==> src/rtl/serial_tx_piso.sv <==
// Framed parallel-in/serial-out transmitter: start bit, WIDTH data bits LSB first,
// optional even parity (macro SERIAL_TX_PARITY_EN), stop bit; each bit held DIV cycles.
module serial_tx_piso #(
    parameter int WIDTH = 8,
    parameter int DIV   = 4
) (
    input  logic             clk,
    input  logic             rst_n,
    input  logic [WIDTH-1:0] data_in,
    input  logic             load,
    output logic             ready,
    output logic             tx,
    output logic             done
);

    localparam int TW = (DIV > 1) ? $clog2(DIV) : 1;
    localparam int BW = $clog2(WIDTH + 1);
    localparam logic [TW-1:0] TICK_LAST = TW'(DIV - 1);
    localparam logic [BW-1:0] BIT_LAST  = BW'(WIDTH - 1);

    typedef enum logic [2:0] {
        S_IDLE,
        S_START,
        S_DATA,
`ifdef SERIAL_TX_PARITY_EN
        S_PARITY,
`endif
        S_STOP
    } state_t;

    state_t           state_q;
    logic [WIDTH-1:0] shift_q;
    logic [WIDTH-1:0] shift_d;
    logic [TW-1:0]    tick_q;
    logic [TW-1:0]    tick_d;
    logic             tick_end;
    logic [BW-1:0]    bit_q;
    logic             tx_q;
    logic             ready_q;
    logic             done_q;
`ifdef SERIAL_TX_PARITY_EN
    logic             parity_q;
`endif

    // The tick counter restarts at every bit boundary, so it never wraps mid-bit.
    assign tick_end = (tick_q == TICK_LAST);
    assign tick_d   = tick_end ? '0 : tick_q + 1'b1;
    assign shift_d  = shift_q >> 1;

    always_ff @(posedge clk) begin
        if (!rst_n) begin
            state_q  <= S_IDLE;
            shift_q  <= '0;
            tick_q   <= '0;
            bit_q    <= '0;
            tx_q     <= 1'b1;
            ready_q  <= 1'b1;
            done_q   <= 1'b0;
`ifdef SERIAL_TX_PARITY_EN
            parity_q <= 1'b0;
`endif
        end else begin
            done_q <= 1'b0;
            case (state_q)
                S_IDLE: begin
                    tick_q  <= '0;
                    bit_q   <= '0;
                    tx_q    <= 1'b1;
                    ready_q <= 1'b1;
                    if (load) begin
                        shift_q  <= data_in;
`ifdef SERIAL_TX_PARITY_EN
                        parity_q <= ^data_in;
`endif
                        state_q  <= S_START;
                        tx_q     <= 1'b0;
                        ready_q  <= 1'b0;
                    end
                end
                S_START: begin
                    tick_q <= tick_d;
                    if (tick_end) begin
                        state_q <= S_DATA;
                        tx_q    <= shift_q[0];
                    end
                end
                S_DATA: begin
                    tick_q <= tick_d;
                    if (tick_end) begin
                        shift_q <= shift_d;
                        if (bit_q == BIT_LAST) begin
                            bit_q   <= '0;
`ifdef SERIAL_TX_PARITY_EN
                            state_q <= S_PARITY;
                            tx_q    <= parity_q;
`else
                            state_q <= S_STOP;
                            tx_q    <= 1'b1;
`endif
                        end else begin
                            bit_q <= bit_q + 1'b1;
                            tx_q  <= shift_d[0];
                        end
                    end
                end
`ifdef SERIAL_TX_PARITY_EN
                S_PARITY: begin
                    tick_q <= tick_d;
                    if (tick_end) begin
                        state_q <= S_STOP;
                        tx_q    <= 1'b1;
                    end
                end
`endif
                S_STOP: begin
                    tick_q <= tick_d;
                    tx_q   <= 1'b1;
                    if (tick_end) begin
                        state_q <= S_IDLE;
                        ready_q <= 1'b1;
                        done_q  <= 1'b1;
                    end
                end
                default: begin
                    state_q <= S_IDLE;
                    tick_q  <= '0;
                    bit_q   <= '0;
                    tx_q    <= 1'b1;
                    ready_q <= 1'b1;
                end
            endcase
        end
    end

    assign tx    = tx_q;
    assign ready = ready_q;
    assign done  = done_q;

endmodule

==> config.mk <==
export PLATFORM = sky130hd
export DESIGN_NAME = serial_tx_piso
export DESIGN_NICKNAME = d
export VERILOG_FILES = /design/src/rtl/serial_tx_piso.sv
export SDC_FILE = /design/constraint.sdc
export NUM_CORES = 1
export LEC_CHECK = 0
export ABC_AREA = 0
export BUFFER_PORTS_ARGS = -buffer_cell sky130_fd_sc_hd__buf_2
export CORE_MARGIN = 2
export CORE_UTILIZATION = 49
export DETAILED_ROUTE_END_ITERATION = 16
export GPL_ROUTABILITY_DRIVEN = 0
export PLACE_DENSITY = 0.7
export SLEW_MARGIN = 20
export SYNTH_ARGS = -nofsm -noshare
export SYNTH_HDL_FRONTEND = slang
export SYNTH_SLANG_ARGS = --single-unit
==> constraint.sdc <==
create_clock -name clk -period 4.6 [get_ports clk]
set_input_delay 0.23 -clock clk [delete_from_list [all_inputs] [get_ports clk]]
set_output_delay 0.23 -clock clk [all_outputs]
set_load 0.1 [all_outputs]
==> flow_metrics.py <==
metrics = {
    "power": {
        "ir_drop_mv": 0.296,
        "p_sw_share_pct": 44.1,
        "p_leak_nw": 0.438,
        "p_sw_w": 0.000286,
        "intPower_w": 0.000364,
        "power_density_nw_per_um2": 598,
        "comb_power_share_pct": 50.4,
        "power_w": 0.000650,
        "p_seq_share_pct": 37.1,
        "clkPwrFrac_pct": 12.5,
    },
    "min_path": {
        "min_path_type": "input pin to flip-flop",
        "holdPathStages": 2,
    },
    "cts": {
        "cts_buffers": 3,
        "root_buffer": "clkbuf_4",
        "worstSkewPairLatency_ns": 0.29,
        "clock_sinks": 19,
        "clkTransAtPathRegs_ns": 0.11,
        "clk_path_buf_depth": 2,
        "h-tree-depth": 1,
        "post_cts_resized": 0,
        "cts_tree": "yes",
        "post-cts-setup-buffers": 0,
        "ctsHoldBuffers": 0,
    },
    "timing": {
        "rsz0062_at_grt": "false",
        "worst_pin_slew_ns": 0.737,
        "finalHoldViolCount": 0,
        "skew_ns": 0.00321,
        "final.setup.tns_ns": 0,
        "relSlewSlack_pct": 50.9,
        "clock.fmax_mhz": 498,
        "drv_slew": 0,
        "setup_viol": 0,
        "period_minus_slack_ns": 2.01,
        "period_share_pct": 43.6,
    },
    "job": {
        "timing.max_cap.violations": 0,
    },
    "grt": {
        "grt_pass1_vias": 706,
        "grt.total_usage_pct": 15.8,
        "grt_start_max_net_pins": 19,
        "grt_pass1_wl_um": 2980,
        "antenna_found_initial": 0,
        "overflow": 0,
    },
    "setup_path": {
        "worst-setup-path-type": "flip-flop to flip-flop",
        "r2r_end": "shift_q[4]",
        "critPathCapture": "shift_q[4]",
        "r2r-start": "state_q[0]",
        "worstRegToRegCells": 6,
        "cp.required_ns": 4.81,
        "end_kind": "flip-flop",
        "reg2reg_slack_ns": 2.59,
        "critPathMaxFanout": 18,
        "critPathLaunch": "state_q[0]",
        "crit_path_start_kind": "flip-flop",
        "arrival_ns": 2.22,
    },
    "drt": {
        "top_layer": "met4",
        "routedWlPerCell_um": 12.2,
        "wl_met2_um": 852,
        "drc": 0,
        "drt_iter0_markers": 10,
        "detail_route.first_pass.iterations": 4,
        "wl_met1_um": 812,
        "viasPerCell": 5.23,
        "routed_wl_um": 1740,
        "detail-route-antenna-nets": 0,
        "routed-via-count": 743,
        "wl_met3_um": 60,
    },
    "final_layout": {
        "n_fill_cell": 185,
        "antennaDiodeCount": 0,
        "finalNetCount": 134,
        "final_layout_size_suffix_gt1_share_pct": 23.5,
        "area_delta_synth_final_pct": 7.68,
        "stdcell_area_um2": 1090,
    },
    "floorplanning": {
        "core_area_um2": 1960,
        "start_util_pct": 51.5,
        "die_x_um": 49.4,
        "io_pins": 14,
        "rows": 16,
        "die_area_um2": 2440,
        "die_h_um": 49.4,
    },
    "logic_synthesis": {
        "ys_top_cells_by_area": "dfxtp_1, mux2i_1, a211oi_2, ha_1, nor2_1",
        "ys_ff_latch": 19,
        "yosys.area.top_type": "dfxtp_1",
        "syn_inst": 104,
        "ys_seq_area_share_pct": 37.7,
        "syn_area_um2": 1010,
        "yosysWarnings": 0,
        "synth_top_area_share_pct": 37.7,
        "synth_nets": 122,
        "avgSynthCellArea_um2": 9.71,
        "synth_cell_type_count": 32,
    },
    "placed_design": {
        "hpwl_um": 1280,
        "port_buffers": 13,
        "place_area_um2": 1060,
    },
    "run_status": {
        "status": "finished, final reports clean",
    },
}
-- cell usage in the layout (no fill, tap or decap), types with 2 or more instances in the layout --
cell      instances
nor2b_1           2
a21oi_1           5
dfxtp_1          19
nand3_1           3
nor2_1           10
mux2i_1           9
o211ai_1          2
o21ai_0           2
nand2_1           9
nand4b_1          2
nand3b_1          2
ha_1              7
clkbuf_4          3
inv_1             4
a211oi_2          7
buf_2            13
nand2b_1          2
-- cell usage after synthesis, drive strengths merged --
| cell type | count |
|---|---|
| o211ai | 2 |
| a21oi | 5 |
| and3b | 1 |
| mux2i | 9 |
| buf | 4 |
| nand4b | 2 |
| o21ai | 2 |
| dfxtp | 19 |
| nor4 | 1 |
| o221a | 1 |
| a211oi | 7 |
| and2 | 1 |
| nand3 | 3 |
| o221ai | 1 |
| nor2 | 10 |
| and4 | 1 |
| nand2b | 3 |
| inv | 4 |
| nor4b | 1 |
| nand2 | 9 |
| a31oi | 1 |
| nor2b | 2 |
| and3 | 2 |
| or2 | 1 |
| clkbuf | 2 |
| nand3b | 2 |
| o41ai | 1 |
| ha | 7 |
-- power groups by stage --
stage               Combinational, W  Sequential, W  Clock (W)
finish                      0.000327       0.000241  0.0000814
global route                0.000362       0.000245  0.0000950
CTS                         0.000331       0.000241  0.0000882
detailed placement          0.000330       0.000243          0
global placement            0.000320       0.000241          0
floorplan                   0.000267       0.000287          0
-- layout make-up --
cell class	count	area, um^2	share of cell area [%]
flip-flops and latches	19	380	35.0
clock buffers	3	22.5	2.07
inverters	4	15.0	1.38
clock inverters	1	5.00	0.460
multi-input cells	75	566	52.0
well taps	27	33.8	3.11
repair buffers	13	65.1	5.98
-- metrics by stage --
stage,util (%),setup slack [ns],std cells,hold WS (ns)
after floorplan,-,2.88,104,0.395
after global placement,54.0,2.70,138,0.418
after detailed placement,54.0,2.61,138,0.432
after CTS,55.4,2.56,142,0.163
after global routing,55.4,2.42,142,0.171
final,55.4,2.59,142,0.175
-- worst min path at each step --
stage / start / to / slack [ns]
5_1_grt: rst_n / ready / 0.17
3_3_place_gp: tick_q[0] / tick_q[0] / 0.42
6_report: rst_n / ready / 0.18
4_1_cts: rst_n / ready / 0.16
2_1_floorplan: data_in[7] / shift_q[7] / 0.40
3_5_place_dp: tick_q[0] / tick_q[0] / 0.43
-- registers in the layout (all words and copies together), names as in the netlist --
name and flops:
tick_q 2, bit_q 4, shift_q 8, ready 1, tx 1, done 1, state_q 2
-- worst max-delay path: stages (launching register included) --
cell      delay, ns
dfxtp_1        0.38
inv_1          0.10
ha_1           0.64
or2_1          0.22
and3_4         0.31
nor2_1         0.08
a211oi_2       0.20
-- layer usage --
layer	vias to the layer above	GRT usage (%)
li1	392	-
met1	340	17.8
met2	9	29.3
met3	2	2.76
met4	0	5.56
met5	-	0
-- cells by family (layout without fill, tap and decap cells) --
logic type | after synthesis | count (layout) | synth area share (%)
buffers and inverters | 10 | 21 | 6.32
and+or+nand+nor | 39 | 39 | 21.3
AOI/OAI and AO/OA | 20 | 20 | 17.1
muxes | 9 | 9 | 8.92
DFF | 19 | 19 | 37.7
adders and majority gates | 7 | 7 | 8.67
(Power assumes the default switching activity.)
